==> config.mk <==
export PLATFORM = sky130hd
export DESIGN_NAME = trap_vector_unit
export DESIGN_NICKNAME = d
export VERILOG_FILES = /design/src/rtl/trap_vector_unit.sv
export SDC_FILE = /design/constraint.sdc
export NUM_CORES = 1
export LEC_CHECK = 0
export ABC_CLOCK_PERIOD_IN_PS = 3110
export CORE_MARGIN = 5
export CORE_UTILIZATION = 40
export DETAILED_ROUTE_END_ITERATION = 8
export PLACE_DENSITY = 0.65
export SYNTH_ARGS = -nofsm -noshare
export SYNTH_HDL_FRONTEND = slang
export SYNTH_SLANG_ARGS = --single-unit
==> constraint.sdc <==
create_clock -name clk_i -period 3.11 [get_ports clk_i]
set_input_delay 0.4665 -clock clk_i [delete_from_list [all_inputs] [get_ports clk_i]]
set_output_delay 0.4665 -clock clk_i [all_outputs]
set_load 0.005 [all_outputs]
==> src/rtl/trap_vector_unit.sv <==
// trap_vector_unit: next-PC and trap-vector generator for the fetch stage.
//
// Drives the registered fetch PC from the boot address, sequential increments, branch
// redirects, latched interrupts (optionally vectored by cause), interrupt return and an
// optional debug entry/return path.
//
// Optional feature macro: DPROC_DEBUG_EN
//   defined   -> DEBUG state, dpc register, debug_req_i / dret_i honoured
//   undefined -> no DEBUG state, debug inputs ignored, debug_mode_o tied to 0
//
// Ports:
//   clk_i, rst_ni        clock, asynchronous active-low reset
//   stall_i              fetch not ready; freezes all PC state except pending interrupts
//   branch_i, branch_target_i   redirect request and target
//   irq_i, irq_en_i      level interrupt requests, global enable
//   mret_i               return from interrupt handler
//   debug_req_i, dret_i  debug halt request, return from debug
//   pc_o, pc_valid_o     registered fetch PC and its valid flag
//   irq_ack_o, irq_cause_o      one-cycle take pulse and taken channel index
//   epc_o                saved interrupt return PC
//   in_handler_o         interrupt handler active (nesting masked)
//   debug_mode_o         in DEBUG state
module trap_vector_unit #(
  parameter logic [31:0] BOOT_ADDRESS      = 32'h0000_0000,
  parameter logic [31:0] INTERRUPT_ADDRESS = 32'hFF00_000A,
  parameter logic [31:0] DEBUG_ADDRESS     = 32'hFF00_000B,
  parameter int unsigned NB_IRQ            = 4,
  parameter bit          VECTORED          = 1'b0,
  localparam int unsigned CW = (NB_IRQ > 1) ? $clog2(NB_IRQ) : 1
) (
  input  logic              clk_i,
  input  logic              rst_ni,
  input  logic              stall_i,
  input  logic              branch_i,
  input  logic [31:0]       branch_target_i,
  input  logic [NB_IRQ-1:0] irq_i,
  input  logic              irq_en_i,
  input  logic              mret_i,
  input  logic              debug_req_i,
  input  logic              dret_i,
  output logic [31:0]       pc_o,
  output logic              pc_valid_o,
  output logic              irq_ack_o,
  output logic [CW-1:0]     irq_cause_o,
  output logic [31:0]       epc_o,
  output logic              in_handler_o,
  output logic              debug_mode_o
);

`ifdef DPROC_DEBUG_EN
  typedef enum logic [1:0] {StReset, StRun, StDebug} state_e;
`else
  typedef enum logic [1:0] {StReset, StRun} state_e;
`endif

  state_e            r_state, w_state_d;
  logic [31:0]       r_pc, w_pc_d;
  logic [31:0]       r_epc, w_epc_d;
  logic [NB_IRQ-1:0] r_pending, w_pending_d;
  logic              r_in_handler, w_in_handler_d;
  logic              r_irq_ack, w_irq_ack_d;
  logic [CW-1:0]     r_irq_cause, w_irq_cause_d;
`ifdef DPROC_DEBUG_EN
  logic [31:0]       r_dpc, w_dpc_d;
`else
  logic              w_unused_debug;
  assign w_unused_debug = debug_req_i ^ dret_i;
`endif

  logic [NB_IRQ-1:0] w_eligible;
  logic [CW-1:0]     w_cause;
  logic [31:0]       w_seq_pc;
  logic [31:0]       w_vec_pc;

  assign w_eligible = r_pending & {NB_IRQ{irq_en_i & ~r_in_handler}};

  // Downward scan so the lowest set index is the last assignment and wins.
  always_comb begin
    w_cause = '0;
    for (int i = int'(NB_IRQ) - 1; i >= 0; i--) begin
      if (w_eligible[i]) w_cause = CW'(i);
    end
  end

  assign w_seq_pc = branch_i ? branch_target_i : r_pc + 32'd4;
  assign w_vec_pc = VECTORED ? INTERRUPT_ADDRESS + (32'(w_cause) << 2) : INTERRUPT_ADDRESS;

  always_comb begin
    w_state_d      = r_state;
    w_pc_d         = r_pc;
    w_epc_d        = r_epc;
    w_in_handler_d = r_in_handler;
    w_irq_ack_d    = 1'b0;
    w_irq_cause_d  = r_irq_cause;
    // Requests latch in every state; a same-cycle take clears below (absorbed).
    w_pending_d    = r_pending | irq_i;
`ifdef DPROC_DEBUG_EN
    w_dpc_d        = r_dpc;
`endif
    unique case (r_state)
      StReset: w_state_d = StRun;
      StRun: begin
        if (!stall_i) begin
`ifdef DPROC_DEBUG_EN
          if (debug_req_i) begin
            w_dpc_d   = w_seq_pc;
            w_pc_d    = DEBUG_ADDRESS;
            w_state_d = StDebug;
          end else
`endif
          if (mret_i && r_in_handler) begin
            w_pc_d         = r_epc;
            w_in_handler_d = 1'b0;
          end else if (|w_eligible) begin
            w_epc_d              = w_seq_pc;
            w_pc_d               = w_vec_pc;
            w_in_handler_d       = 1'b1;
            w_pending_d[w_cause] = 1'b0;
            w_irq_ack_d          = 1'b1;
            w_irq_cause_d        = w_cause;
          end else begin
            w_pc_d = w_seq_pc;
          end
        end
      end
`ifdef DPROC_DEBUG_EN
      StDebug: begin
        if (!stall_i) begin
          if (dret_i) begin
            w_pc_d    = r_dpc;
            w_state_d = StRun;
          end else begin
            w_pc_d = w_seq_pc;
          end
        end
      end
`endif
      default: w_state_d = StReset;
    endcase
  end

  always_ff @(posedge clk_i or negedge rst_ni) begin
    if (!rst_ni) begin
      r_state      <= StReset;
      r_pc         <= BOOT_ADDRESS;
      r_epc        <= '0;
      r_pending    <= '0;
      r_in_handler <= 1'b0;
      r_irq_ack    <= 1'b0;
      r_irq_cause  <= '0;
`ifdef DPROC_DEBUG_EN
      r_dpc        <= '0;
`endif
    end else begin
      r_state      <= w_state_d;
      r_pc         <= w_pc_d;
      r_epc        <= w_epc_d;
      r_pending    <= w_pending_d;
      r_in_handler <= w_in_handler_d;
      r_irq_ack    <= w_irq_ack_d;
      r_irq_cause  <= w_irq_cause_d;
`ifdef DPROC_DEBUG_EN
      r_dpc        <= w_dpc_d;
`endif
    end
  end

  assign pc_o         = r_pc;
  assign pc_valid_o   = (r_state != StReset);
  assign irq_ack_o    = r_irq_ack;
  assign irq_cause_o  = r_irq_cause;
  assign epc_o        = r_epc;
  assign in_handler_o = r_in_handler;
`ifdef DPROC_DEBUG_EN
  assign debug_mode_o = (r_state == StDebug);
`else
  assign debug_mode_o = 1'b0;
`endif

endmodule

==> qor.csv <==
metric,value,unit
status,completed,
postCtsSetupRepairBufs,0,
cts.sinks,73,
power.density,798,nW/um2
grt_max_degree,74,
grt_pass1_wl,19.6,mm
synth_top_flop_cell,dfrtp_1,
ys_warn_count,0,
start_util,0.411,
layout.nets,607,
globalRouteTotalUtil,0.197,
clock_path_buffers,2,
cts-root-buf,clkbuf_8,
r2r-end,pc_o[28],
setup-tns-final,0,ps
ys_ff_latch,73,
final_core_utilization,0.557,
vdd_drop_max,0.370,mV
yosysSeqAreaShare,0.453,
rows,36,
hold_path.class,in2async,
slew_viol_final,0,
postSynthAreaPerCell,8.75,um2
hold_violations,0,
coreArea,9820,um2
crit_required,3320,ps
critPathCaptureType,flip-flop,
setup.worst_path.start_class,flip-flop,
synth_top_cell_by_area,dfrtp_1,
crit_family,compound AO/OA/AOI/OAI gates,
synth_nets,506,
crit_chain,ha_1 > nand4_1 > or3_1 > o31a_1 > o31ai_1 > a21oi_1,
worst_slew_pin_slew,938,ps
slew_headroom,0.375,
clkTransAtPathRegs,80,ps
worstPathMaxFanout,13,
synth_cells,461,
via_per_inst,5.47,
antenna_found_initial,0,
r2r.worst_path.cells,6,
rr_startpoint,pc_o[2],
p_leak,0.00217,uW
ys_types,56,
diodes,0,
hold_buffers,0,
gp_congestion,0.894,
syn_area,4030,um2
grt_pass1_vias,3744,
dp.cells,684,
vias,3831,
drt_iter0_drc,203,
synth_top_area_frac,0.453,
period_minus_slack,2380,ps
max_freq,420,MHz
htreeDepth,3,
dpl.hpwl,8.55,mm
gr-total-overflow,0,
synthTopCellsByArea,"dfrtp_1 (45%), nand2_1 (6.0%), o21ai_0 (5.6%), mux2i_1 (3.2%), nor2_1 (3.2%)",
fin_crit_sh,0.766,
wirelength,12.0,mm
drc_errors,0,
crit_cells,6,
drive_gt1_frac,0.0758,
async_reset_ff_frac,1.00,
slowest_stage,or3_1,
port_buffers,110,
drtAntennaViolNets,0,
pin_count,114,
cts-resized-gates,0,
wl_per_cell,17.2,um
cts_tree,done,
rsz0062_at_grt,false,
finalNonFillerCells,700,
wl_met3,626,um
die_x,110,um
dieArea,12200,um2
arrival,2590,ps
synth_edf_count,0,
area_growth,35.6,%
worst-r2r-setup-slack,730,ps
numCtsBuffers,9,
path_class,reg2reg,
cap_viol_max_count,0,
chipHeight,110,um
insertion_delay,350,ps
wl_met2,5.84,mm
setup_viol,0,
top_layer,met4,
wl_met1,5.34,mm
path_buf_inv,0,
first_pass_iters,5,
cp_slowest_stage_delay,560,ps
fin_worst_skew,11.0,ps
worst reg2reg max path, cell delays in order (launching register included):
cell and delay, ps:
dfrtp_1 460, ha_1 260, nand4_1 160, or3_1 560
o31a_1 380, o31ai_1 310, a21oi_1 110
cells by family after synthesis:
| kind of cell | count (synthesis) | synth area share |
|---|---|---|
| DFF | 73 | 0.453 |
| adders and majority gates | 1 | 0.00310 |
| buffers and inverters | 41 | 0.0416 |
| AOI/OAI and AO/OA | 135 | 0.211 |
| other | 2 | 0.00186 |
| xor gates and xnor gates | 14 | 0.0304 |
| and+or+nand+nor | 179 | 0.219 |
| muxes | 16 | 0.0406 |
layout by cell type (no fill, tap or decap), types with 5 or more instances in the layout:
master | netlist | routed
mux2i_1 | 13 | 13
o31ai_1 | 9 | 9
clkbuf_8 | 0 | 12
buf_4 | 1 | 13
nor2_1 | 34 | 34
nand2b_1 | 13 | 13
xnor2_1 | 7 | 7
o22ai_1 | 6 | 6
nand3_1 | 15 | 15
xor2_1 | 7 | 7
clkdlybuf4s50_1 | 0 | 108
nand2_1 | 64 | 63
nor3_1 | 10 | 10
dfrtp_1 | 73 | 73
nor4_1 | 10 | 10
nor2b_1 | 7 | 6
o21ai_0 | 45 | 45
inv_1 | 8 | 8
a22oi_1 | 10 | 10
a31oi_1 | 9 | 9
o211ai_1 | 5 | 5
a21oi_1 | 23 | 23
nand4_1 | 5 | 5
sequential cells by signal, summed over array words and instances (netlist names):
register,count
epc_o,32
in_handler_o,1
irq_ack_o,1
irq_cause_o,2
pc_o,32
r_pending,4
r_state,1
synthesized netlist by cell type (2+ instances only):
library cell  instances
nor2b_1               7
nor4_1               10
nor3_1               10
or3_1                 4
a22oi_1              10
o211ai_1              5
a22o_1                2
o22ai_1               6
inv_1                 8
dfrtp_1              73
a31oi_1               9
buf_1                 3
o31a_1                4
or2_2                 2
nor2_1               34
or4_1                 2
conb_1                2
clkbuf_1             20
mux2_2                3
buf_2                 8
a221oi_1              4
xor2_1                7
nand4_1               5
nand2_1              64
a21oi_1              23
nand3_1              15
and3_1                3
and2_1                3
and4_1                2
mux2i_1              13
xnor2_1               7
o21ai_0              45
o31ai_1               9
o21a_1                2
nand2b_1             13
o21ai_1               2
a32oi_1               3
per-stage QoR:
step / setup slack [ps] / hold slack, ps / cell area, um2 / total power, uW
after floorplan: 967 / 171 / 4030 / 2480
after global placement: 742 / 474 / 5260 / 3530
after detailed placement: 702 / 487 / 5260 / 3590
after CTS: 740 / 285 / 5470 / 4400
after global routing: 556 / 321 / 5470 / 4680
final: 729 / 231 / 5470 / 4360
where the power goes:
group          switching [uW]  internal [uW]  leakage, uW
Sequential                452           1320     0.000879
Combinational             748           1040      0.00118
Clock                     368            435     0.000105
Total                    1570           2800      0.00217
area by class of cell:
| cell class | instances | area (um2) |
|---|---|---|
| clock buffer | 12 | 165 |
| clock inverter | 4 | 50.0 |
| fill | 946 | 4350 |
| inverter | 9 | 33.8 |
| multi-input combinational | 347 | 2040 |
| sequential | 73 | 1830 |
| tap | 133 | 166 |
| timing repair buffer | 122 | 1180 |
worst max path at each step:
stage / start / end
5_1_grt: pc_o[2] / pc_o[22]
6_report: pc_o[2] / pc_o[28]
4_1_cts: pc_o[2] / pc_o[28]
2_1_floorplan: pc_o[2] / pc_o[26]
3_3_place_gp: mret_i / pc_o[24]
3_5_place_dp: mret_i / pc_o[24]
layer usage:
| layer | up-vias | GRT usage |
|---|---|---|
| met5 | - | 0 |
| met3 | 17 | 0.0361 |
| met2 | 127 | 0.318 |
| met1 | 1820 | 0.263 |
| met4 | 0 | 0.0731 |
| li1 | 1867 | - |
(Power assumes the default switching activity.)
